--- src/rtl/spi_slave_pkg.sv ---
// Shared constants for the SPI slave front end and the command FSM that sits behind it.
// Only SPI mode 0 is supported; CPOL/CPHA are kept here so both sides agree on it.
package spi_slave_pkg;

    localparam int WIDTH_DEFAULT = 8;

    localparam logic CPOL = 1'b0;
    localparam logic CPHA = 1'b0;

    // Opcodes understood by spi_fsm
    localparam logic [7:0] WRCMD = 8'h02;
    localparam logic [7:0] RDCMD = 8'h03;

    typedef enum logic [1:0] {
        TX_HOLD,
        TX_LOAD,
        TX_SHIFT
    } tx_action_e;

endpackage

--- src/rtl/spi_slave_sync_edge.sv ---
// Two-flop synchroniser for an asynchronous pin, plus rise/fall pulses taken
// against a third (history) flop.
module sync_edge #(
    parameter logic RESET_VAL = 1'b0
) (
    input  logic clk,
    input  logic rst,
    input  logic din,
    output logic rise,
    output logic fall
);

    logic meta;
    logic sync_q;
    logic prev_q;

    always_ff @(posedge clk) begin
        if (rst) begin
            meta   <= RESET_VAL;
            sync_q <= RESET_VAL;
            prev_q <= RESET_VAL;
        end else begin
            meta   <= din;
            sync_q <= meta;
            prev_q <= sync_q;
        end
    end

    assign rise = sync_q & ~prev_q;
    assign fall = ~sync_q & prev_q;

endmodule

--- src/rtl/spi_slave.sv ---
// SPI mode-0 slave: oversamples sclk/cs_n/mosi on clk, deserialises MOSI into
// WIDTH-bit chunks and shifts a one-entry holding buffer out on MISO.
module spi_slave
    import spi_slave_pkg::*;
#(
    parameter int WIDTH = WIDTH_DEFAULT
) (
    input  logic             clk,
    input  logic             rst,
    input  logic             sclk,
    input  logic             cs_n,
    input  logic             mosi,
    output logic             miso,
    output logic [WIDTH-1:0] rx_data,
    output logic             rx_dv,
    input  logic [WIDTH-1:0] tx_data,
    input  logic             wr,
    output logic             halt
);

    localparam int CW = $clog2(WIDTH);

    logic             sclk_rise;
    logic             sclk_fall;
    logic             cs_rise;
    logic             cs_fall;
    logic             mosi_meta;
    logic             mosi_sync;
    logic             selected;
    logic [CW-1:0]    bit_cnt;
    logic [WIDTH-2:0] rx_shift;
    logic [WIDTH-1:0] tx_shift;
    logic [WIDTH-1:0] tx_buf;
    tx_action_e       tx_action;

    sync_edge #(.RESET_VAL(CPOL)) u_sclk_edge (
        .clk  (clk),
        .rst  (rst),
        .din  (sclk),
        .rise (sclk_rise),
        .fall (sclk_fall)
    );

    sync_edge #(.RESET_VAL(1'b1)) u_cs_edge (
        .clk  (clk),
        .rst  (rst),
        .din  (cs_n),
        .rise (cs_rise),
        .fall (cs_fall)
    );

    // mosi gets the same two-flop delay as sclk so data stays aligned with its edge
    always_ff @(posedge clk) begin
        if (rst) begin
            mosi_meta <= 1'b0;
            mosi_sync <= 1'b0;
        end else begin
            mosi_meta <= mosi;
            mosi_sync <= mosi_meta;
        end
    end

    // rx_shift holds only the first WIDTH-1 bits; the last bit goes straight into rx_data
    always_ff @(posedge clk) begin
        if (rst) begin
            selected <= 1'b0;
            bit_cnt  <= '0;
            rx_shift <= '0;
            rx_data  <= '0;
            rx_dv    <= 1'b0;
        end else begin
            rx_dv <= 1'b0;
            if (cs_fall) begin
                selected <= 1'b1;
            end else if (cs_rise) begin
                selected <= 1'b0;
            end
            if (cs_rise || !selected) begin
                bit_cnt  <= '0;
                rx_shift <= '0;
            end else if (sclk_rise) begin
                rx_shift <= {rx_shift[WIDTH-3:0], mosi_sync};
                if (bit_cnt == CW'(WIDTH - 1)) begin
                    rx_data <= {rx_shift, mosi_sync};
                    rx_dv   <= 1'b1;
                    bit_cnt <= '0;
                end else begin
                    bit_cnt <= bit_cnt + 1'b1;
                end
            end
        end
    end

    always_comb begin
        tx_action = TX_HOLD;
        if (cs_fall) begin
            tx_action = TX_LOAD;
        end else if (selected && !cs_rise && sclk_fall) begin
            tx_action = (bit_cnt == '0) ? TX_LOAD : TX_SHIFT;
        end
    end

    // A write in the same cycle as a load sees the old halt, so it is dropped
    always_ff @(posedge clk) begin
        if (rst) begin
            tx_shift <= '0;
            tx_buf   <= '0;
            halt     <= 1'b0;
        end else begin
            case (tx_action)
                TX_LOAD: begin
                    tx_shift <= halt ? tx_buf : '0;
                    halt     <= 1'b0;
                end
                TX_SHIFT: tx_shift <= {tx_shift[WIDTH-2:0], 1'b0};
                default: ;
            endcase
            if (wr && !halt) begin
                tx_buf <= tx_data;
                halt   <= 1'b1;
            end
        end
    end

    assign miso = selected & tx_shift[WIDTH-1];

endmodule

--- config.mk ---
export PLATFORM = sky130hd
export DESIGN_NAME = spi_slave
export DESIGN_NICKNAME = d
export VERILOG_FILES = /design/src/rtl/spi_slave_pkg.sv /design/src/rtl/spi_slave_sync_edge.sv /design/src/rtl/spi_slave.sv
export SDC_FILE = /design/constraint.sdc
export NUM_CORES = 1
export LEC_CHECK = 0
export CAP_MARGIN = 20
export CORE_ASPECT_RATIO = 0.6
export CORE_MARGIN = 1.5
export CORE_UTILIZATION = 35
export CTS_CLUSTER_SIZE = 8
export DETAILED_ROUTE_END_ITERATION = 10
export PLACE_DENSITY_LB_ADDON = 0.1
export SYNTH_ARGS = -nofsm -noshare
export SYNTH_HDL_FRONTEND = slang
export SYNTH_SLANG_ARGS = --single-unit
--- constraint.sdc ---
create_clock -name clk -period 2.1 [get_ports clk]
set_clock_uncertainty 0.05 [all_clocks]
set_input_delay 0.42 -clock clk [delete_from_list [all_inputs] [get_ports clk]]
set_output_delay 0.42 -clock clk [all_outputs]
set_load 0.02 [all_outputs]
==> results.cfg, run 1 <==
[synthesis]
synthFlopType = dfxtp_1
syn-instance-count = 201
synth_area_um2 = 1860
syn_area_per_cell_um2 = 9.26
ys_seq_area_share_pct = 48.4
synth_seq_cells = 45
async_flop_share_pct = 0
synth_edf_count = 0
syn_nets = 222
ys_warn_count = 0
synth_cell_types = 27

[placement]
dp_slack_ns = 0.00453
place_congestion = 0.725
io_buffers = 24
dp_hpwl_um = 2600

[hold_path]
hold_class = reg -> reg
min_delay_path_depth = 1

[worst_setup_path]
rrSetupSlack_ns = 0.11
r2r_start = u_cs_edge.prev_q
crit_end = tx_shift[2]
crit_type = reg -> reg
cp_data_required_time_ns = 2.22
reg2regPathDepth = 9
startpoint = u_cs_edge.prev_q
worst_r2r_endpoint = tx_shift[2]
crit_fanout = 6
endpoint_kind = flip-flop
arrival_ns = 2.12
start_kind = flip-flop

[grt]
grt_pass1_wl_um = 6040
grt_antenna_before_repair = 0
gr-total-overflow = 0
track_usage_pct = 13.6
grt_max_degree = 22
grt_pass1_vias = 1226

[power_and_ir_drop]
peakVddDrop_mv = 0.252
p_leak_uw = 0.000813
p_per_area_nw_per_um2 = 706

[timing]
hold_violations = 0
slew_headroom_pct = 64.6
maxSlewViolCount = 0
worst_slew_pin_slew_ns = 0.529
period_minus_slack_ns = 1.99
clock.fmax_mhz = 502
rsz0062_at_grt = no
fin_crit_sh_pct = 94.8
fin_ws_ns = 0.109
setup_viol_count_final = 0
finalSetupTns_ns = 0

[clock_tree]
clock_path_buffers = 2
htree_levels = 2
clkTransAtPathRegs_ns = 0.08
clock_latency_ns = 0.29
cts-buffers-inserted = 5
tritoncts = built
ctsHoldBuffers = 0
cts_root_buffer = clkbuf_8
clock_sinks = 45

[floorplanning]
ioPinCount = 25
die_h_um = 59.5
die-area_um2 = 5780
start_util_pct = 36.7
rows = 20
die_width_um = 97.2
coreArea_um2 = 5080

[detailed_routing]
num_vias = 1373
ant_nets = 0
wl_um = 3680
drtIter0Drc = 68
wire_per_inst_um = 12.6
firstDrtPassIters = 4
vias_per_cell = 4.72
drc_errors = 0

[run_status]
status = finished clean

[final_layout]
antenna_cells = 0
final_core_util_pct = 44.5
mostFrequentLayoutCells = dfxtp_1, nand2_1, clkdlybuf4s50_1
nNetsFinal = 245
drive_gt1_share_pct = 10.2
area_growth_syn_to_layout_pct = 21.3
final_common_cell = dfxtp_1

[run]
max_cap_violations = 0
through the flow:
step / instances / hold WS (ns) / cell area (µm²) / total power [µW]
finish: 291 / 0.371 / 2260 / 1590
global route: 291 / 0.385 / 2260 / 1670
CTS: 289 / 0.377 / 2230 / 1610
detailed placement: 281 / 0.358 / 2120 / 1030
global placement: 281 / 0.354 / 2120 / 1020
floorplan: 201 / 0.339 / 1860 / 983
final cells by class:
cell class	count	area, µm²
Tap cell	66	82.6
Clock inverter	1	5.00
Sequential cell	45	901
Fill cell	512	2820
Multi-Input combinational cell	139	881
Inverter	4	15.0
Clock buffer	7	96.3
Timing Repair Buffer	29	278
sequential cells by signal, summed over array words and instances (netlist names):
signal / cells
mosi_meta: 1
mosi_sync: 1
rx_shift: 7
rx_dv: 1
tx_shift: 8
rx_data: 8
selected: 1
tx_buf: 8
u_sclk_edge.sync_q: 1
halt: 1
bit_cnt: 3
u_sclk_edge.meta: 1
u_cs_edge.sync_q: 1
u_cs_edge.meta: 1
u_cs_edge.prev_q: 1
u_sclk_edge.prev_q: 1
cell families after synthesis:
logic type	synth area share, %
buf+inv	5.31
fa+ha+maj	4.70
mux	5.38
compound gates	9.07
flops	48.4
simple gates	27.2
layer usage:
| metal | part of all wire, % | global-route usage (%) |
|---|---|---|
| met1 | 55 | 19.7 |
| met2 | 40 | 19.2 |
| met3 | 3.5 | 3.89 |
| met4 | 0.82 | 4.97 |
| met5 | 0 | 0 |
worst min-delay path by stage:
stage              startpoint               end
3_3_place_gp   u_cs_edge.meta  u_cs_edge.sync_q
6_report       u_cs_edge.meta  u_cs_edge.sync_q
2_1_floorplan  u_cs_edge.meta  u_cs_edge.sync_q
3_5_place_dp   u_cs_edge.meta  u_cs_edge.sync_q
4_1_cts        u_cs_edge.meta  u_cs_edge.sync_q
5_1_grt        u_cs_edge.meta  u_cs_edge.sync_q
report_power, final:
part	leakage, µW	switching [µW]	internal [µW]	total (µW)
clock	0.0000542	285	298	583
combinational	0.000392	54.8	61.8	117
sequential	0.000366	18.0	877	895
total	0.000813	358	1240	1590
critical path, stage by stage (launching register included):
cell and delay [ns]:
dfxtp_1 0.34, inv_1 0.05, ha_1 0.20, nor2b_2 0.17, and3b_1 0.20, a21oi_1 0.08, ha_2 0.24, buf_4 0.16
a221oi_1 0.29, nor3_1 0.10
cell usage after synthesis (all sizes together) (3+ instances only):
master,count,area share [%]
or2,3,1.0
nand2,35,7.1
inv,4,0.81
clkbuf,5,1.1
a21oi,20,5.4
buf,8,3.4
a221oi,7,3.3
nor2,4,0.81
nand2b,19,6.4
dfxtp,45,48
ha,7,4.7
mux2i,10,5.4
nor3,8,2.2
nor2b,17,6.4
nand3b,3,1.2
repair_timing:
| item | in CTS | in global routing |
|---|---|---|
| buffers inserted | 0 | 2 |
| resized for setup | 1 | 3 |
| pin swaps | 0 | 1 |
| setup endpoints to repair | 4 | 8 |
Note: power is estimated with default switching activity, not from simulation.
==> run 2: changes to the inputs <==
- SKIP_LAST_GASP: unset -> 1
- clock period: 2.1 -> 1.9 ns (I/O delays scaled with it)
==> results.cfg, run 2 (same netlist as run 1, synthesis figures left out) <==
[floorplanning]
coreArea_um2 = 5080
rows = 20
die-area_um2 = 5780
start_util_pct = 36.7
die_h_um = 59.5
die_width_um = 97.2
ioPinCount = 25

[run_status]
status = finished clean

[grt]
track_usage_pct = 14.1
gr-total-overflow = 0
grt_max_degree = 31
grt_util_met2_pct = 21.7
grt-busiest-layer = met2
grt_pass1_wl_um = 6330
use_met3_pct = 3.54
grt_pass1_vias = 1369
use_met1_pct = 19.3
grt_antenna_before_repair = 0

[placement]
dp_slack_ns = -0.228
io_buffers = 24
placement.cell_area_um2 = 2150
place_congestion = 0.738
dp_hpwl_um = 2670

[hold_path]
hp-start = u_cs_edge.meta
hold_class = reg -> reg
min_to = u_cs_edge.sync_q
min_delay_path_depth = 1

[worst_setup_path]
crit_chain = inv_2, ha_4, nor2b_4, and3b_2, a21oi_4, ha_4, nor2b_4, nand3b_1, a21oi_1
start_kind = flip-flop
worst_r2r_endpoint = tx_shift[0]
reg2regPathDepth = 9
crit_fanout = 8
cp_data_required_time_ns = 2.07
arrival_ns = 2.00
r2r_start = u_cs_edge.prev_q
slowest_stage = dfxtp_2
rrSetupSlack_ns = 0.08
endpoint_kind = flip-flop
slowest_delay_ns = 0.34
crit_type = reg -> reg

[detailed_routing]
drc_errors = 0
wl_um = 3830
drtIter0Drc = 53
ant_nets = 0
wire_per_inst_um = 12.9
firstDrtPassIters = 4
vias_per_cell = 4.76
num_vias = 1409

[final_layout]
final_core_util_pct = 46.7
mostFrequentLayoutCells = dfxtp_1, nand2_1, clkdlybuf4s50_1
final_common_cell = dfxtp_1
nNetsFinal = 250
area_growth_syn_to_layout_pct = 27.4
final_cell_area_um2 = 2370
reg.largest.list = rx_data x8, tx_buf x8, tx_shift x8
antenna_cells = 0
n_fill_cell = 497
drive_gt1_share_pct = 17.0

[clock_tree]
clock_sinks = 45
clock_path_buffers = 2
cts_root_buffer = clkbuf_8
htree_levels = 2
cts-buffers-inserted = 5
clock_latency_ns = 0.29
clkTransAtPathRegs_ns = 0.08
ctsHoldBuffers = 0
tritoncts = built

[timing]
period_minus_slack_ns = 1.82
slew_headroom_pct = 71.1
clock.fmax_mhz = 549
finalSetupTns_ns = 0
setup_viol_count_final = 0
fin_crit_sh_pct = 95.8
hold_violations = 0
worst_slew_pin_slew_ns = 0.434
fin_ws_ns = 0.0797
maxSlewViolCount = 0

[power_and_ir_drop]
swShare_pct = 23.4
p_seq_share_pct = 58.4
p_sw_uw = 397
clkPwrFrac_pct = 33.2
power_frac_comb_pct = 8.4
p_per_area_nw_per_um2 = 717
p_int_uw = 1300
p_leak_uw = 0.000860
peakVddDrop_mv = 0.268

[run]
max_cap_violations = 0
run 2: cell count changes in the layout (fill, tap and decap cells not counted), sizes merged:
| cell | previous run | this run |
|---|---|---|
| buf | 5 | 10 |
| clkinv | 1 | 2 |
| clkbuf | 7 | 6 |
run 2: final cells by class:
| cell class | instances | area (µm²) | area share, % |
|---|---|---|---|
| multi-input cells | 139 | 961 | 40.5 |
| well taps | 66 | 82.6 | 3.48 |
| clock inverters | 2 | 10.0 | 0.422 |
| clock buffers | 6 | 72.6 | 3.06 |
| inverters | 4 | 15.0 | 0.633 |
| flip-flops and latches | 45 | 902 | 38.0 |
| repair buffers | 34 | 328 | 13.8 |
run 2: metal layers:
layer / part of all wire, % / up-vias
met5: 0 / -
met4: 0.71 / 0
met3: 3.7 / 4
met2: 44 / 26
met1: 51 / 664
li1: - / 715
run 2: power groups by stage:
stage / clock network, µW / logic, µW / registers, µW
6_report: 564 / 144 / 992
5_1_grt: 626 / 159 / 996
3_5_place_dp: 0 / 131 / 1010
4_1_cts: 579 / 137 / 990
3_3_place_gp: 0 / 126 / 1010
2_1_floorplan: 0 / 82.2 / 1010
run 2: critical path: cells and delay by family (launching register included):
kind | cells | cell delay, ns
AOI/OAI and AO/OA | 2 | 0.21
and+or+nand+nor | 4 | 0.74
adders and majority gates | 2 | 0.35
buffers and inverters | 1 | 0.04
DFF | 1 | 0.34
run 2: through the flow:
step | hold WS (ns) | cells | power [µW]
after CTS | 0.371 | 294 | 1710
after detailed placement | 0.347 | 285 | 1140
after floorplan | 0.339 | 201 | 1090
after global routing | 0.378 | 296 | 1780
after global placement | 0.354 | 285 | 1140
final | 0.368 | 296 | 1700
run 2: how the worst max path moves through the flow:
stage                                 from     endpoint  slack [ns]
after floorplan           u_cs_edge.prev_q  tx_shift[1]       0.006
after global placement    u_cs_edge.prev_q  tx_shift[4]       -0.09
after detailed placement  u_cs_edge.prev_q  tx_shift[2]       -0.23
after CTS                 u_cs_edge.prev_q  tx_shift[4]      -0.008
after global routing      u_cs_edge.sync_q  tx_shift[1]      -0.003
final                     u_cs_edge.prev_q  tx_shift[0]        0.08
run 2: what timing repair did:
item / 4_1_cts / 5_1_grt
buffers inserted: 1 / 2
pin swaps: 2 / 9
setup endpoints to repair: 8 / 8
resized for setup: 8 / 12
==> run 3: changes to the inputs <==
- clock period: 1.9 -> 1.55 ns (I/O delays scaled with it)
==> results.cfg, run 3 (same netlist as run 1, synthesis figures left out) <==
[clock_tree]
clkTransAtPathRegs_ns = 0.08
clock_sinks = 45
htree_levels = 2
cts-buffers-inserted = 5
cts_root_buffer = clkbuf_8
clock_latency_ns = 0.29
clock_path_buffers = 2
tritoncts = built

[timing]
rsz0062_at_grt = yes
clock.fmax_mhz = 553
finalSetupTns_ns = -2.04
hold_violations = 0
slew_headroom_pct = 76.1
fin_crit_sh_pct = 117
maxSlewViolCount = 0
fin_ws_ns = -0.260
worst_slew_pin_slew_ns = 0.359
setup_viol_count_final = 9
period_minus_slack_ns = 1.81

[detailed_routing]
drtIter0Drc = 23
wl_um = 3910
wire_per_inst_um = 12.8
num_vias = 1447
drc_errors = 0
vias_per_cell = 4.73
firstDrtPassIters = 4
ant_nets = 0

[run]
max_cap_violations = 0

[run_status]
status = finished with violations
violations = negative setup slack

[power_and_ir_drop]
swShare_pct = 23.0
peakVddDrop_mv = 0.326
clkPwrFrac_pct = 32.8
p_sw_uw = 484
p_seq_share_pct = 57.4
p_leak_uw = 0.000968
p_int_uw = 1620
power_frac_comb_pct = 9.8
power_uw = 2110
p_per_area_nw_per_um2 = 851

[placement]
dp_hpwl_um = 2760
dp_slack_ns = -0.338
place_congestion = 0.741
io_buffers = 24

[worst_setup_path]
crit_chain = inv_2, ha_4, nor2b_4, nand3b_1, nor3_2, ha_4, nor2b_4, buf_12, a221oi_2, nor3_1
worst_r2r_endpoint = tx_shift[1]
cp_data_required_time_ns = 1.68
endpoint_kind = flip-flop
arrival_ns = 1.94
reg2regPathDepth = 10
crit_cells = 10
slowest_stage = dfxtp_2
startpoint = u_cs_edge.prev_q
rrSetupSlack_ns = -0.26
slowest_delay_ns = 0.34
crit_end = tx_shift[1]
crit_type = reg -> reg
start_kind = flip-flop
crit_fanout = 8
path_delay_family = simple AND/OR/NAND/NOR gates
r2r_start = u_cs_edge.prev_q
critPathBufInv = 2

[grt]
gr-total-overflow = 0
track_usage_pct = 14.2
grt_max_degree = 17
grt_pass1_wl_um = 6400
grt_pass1_vias = 1398
grt_antenna_before_repair = 0

[final_layout]
final_common_cell = dfxtp_1
nNetsFinal = 260
final_core_util_pct = 48.7
antenna_cells = 0
reg.largest.list = rx_data x8, tx_buf x8, tx_shift x8
drive_gt1_share_pct = 21.7
mostFrequentLayoutCells = dfxtp_1, nand2_1, nand2b_1, a21oi_1, buf_4
area_growth_syn_to_layout_pct = 33.0

[hold_path]
hold_class = reg -> reg

[floorplanning]
die-area_um2 = 5780
die_h_um = 59.5
rows = 20
die_width_um = 97.2
ioPinCount = 25
coreArea_um2 = 5080
start_util_pct = 36.7
-- run 3: changes by cell type in the layout (fill, tap and decap cells not counted), sizes merged --
cell	change
clkdlybuf4s50	-11
dlygate4sd2	+10
clkbuf	+3
clkinv	-2
buf	+10
-- run 3: per-layer routing --
layer	GRT usage [%]	vias to the layer above	wire [µm]
li1	-	740	-
met1	19.0	679	2040
met2	22.2	23	1700
met3	3.77	5	121
met4	6.00	0	48
met5	0	-	0
-- run 3: worst min-delay path by stage --
stage / end / from / cells after the start / slack (ns)
after CTS: u_cs_edge.sync_q / u_cs_edge.meta / 1 / 0.37
final: u_cs_edge.sync_q / u_cs_edge.meta / 1 / 0.37
after detailed placement: u_cs_edge.sync_q / u_cs_edge.meta / 1 / 0.35
after global routing: u_cs_edge.sync_q / u_cs_edge.meta / 1 / 0.38
after floorplan: u_cs_edge.sync_q / u_cs_edge.meta / 1 / 0.34
after global placement: u_cs_edge.sync_q / u_cs_edge.meta / 1 / 0.35
-- run 3: per-stage QoR --
step / hold slack [ns] / std cells / instance area, µm²
floorplan: 0.339 / 201 / 1960
global placement: 0.354 / 294 / 2320
detailed placement: 0.349 / 294 / 2320
CTS: 0.371 / 304 / 2440
global route: 0.378 / 306 / 2480
finish: 0.367 / 306 / 2480
-- run 3: power by group through the flow --
stage / clock network [µW] / logic (µW) / registers [µW]
after global placement: 0 / 183 / 1240
after CTS: 710 / 202 / 1210
final: 692 / 207 / 1210
after floorplan: 0 / 114 / 1240
after global routing: 761 / 226 / 1210
after detailed placement: 0 / 191 / 1240
-- run 3: layout make-up --
cell class	instances	area (µm²)
flip-flops and latches	45	908
well taps	66	82.6
fillers	487	2600
repair buffers	44	410
clock buffers	8	80.1
inverters	4	15.0
multi-input cells	139	980
-- run 3: what timing repair did --
item / in CTS / in global routing
hold buffers: 0 / 0
pin swaps: 2 / 0
buffers inserted: 2 / 2
endpoints found under the setup margin: 20 / 10
hold endpoints to repair: 0 / 0
resized for setup: 17 / 7
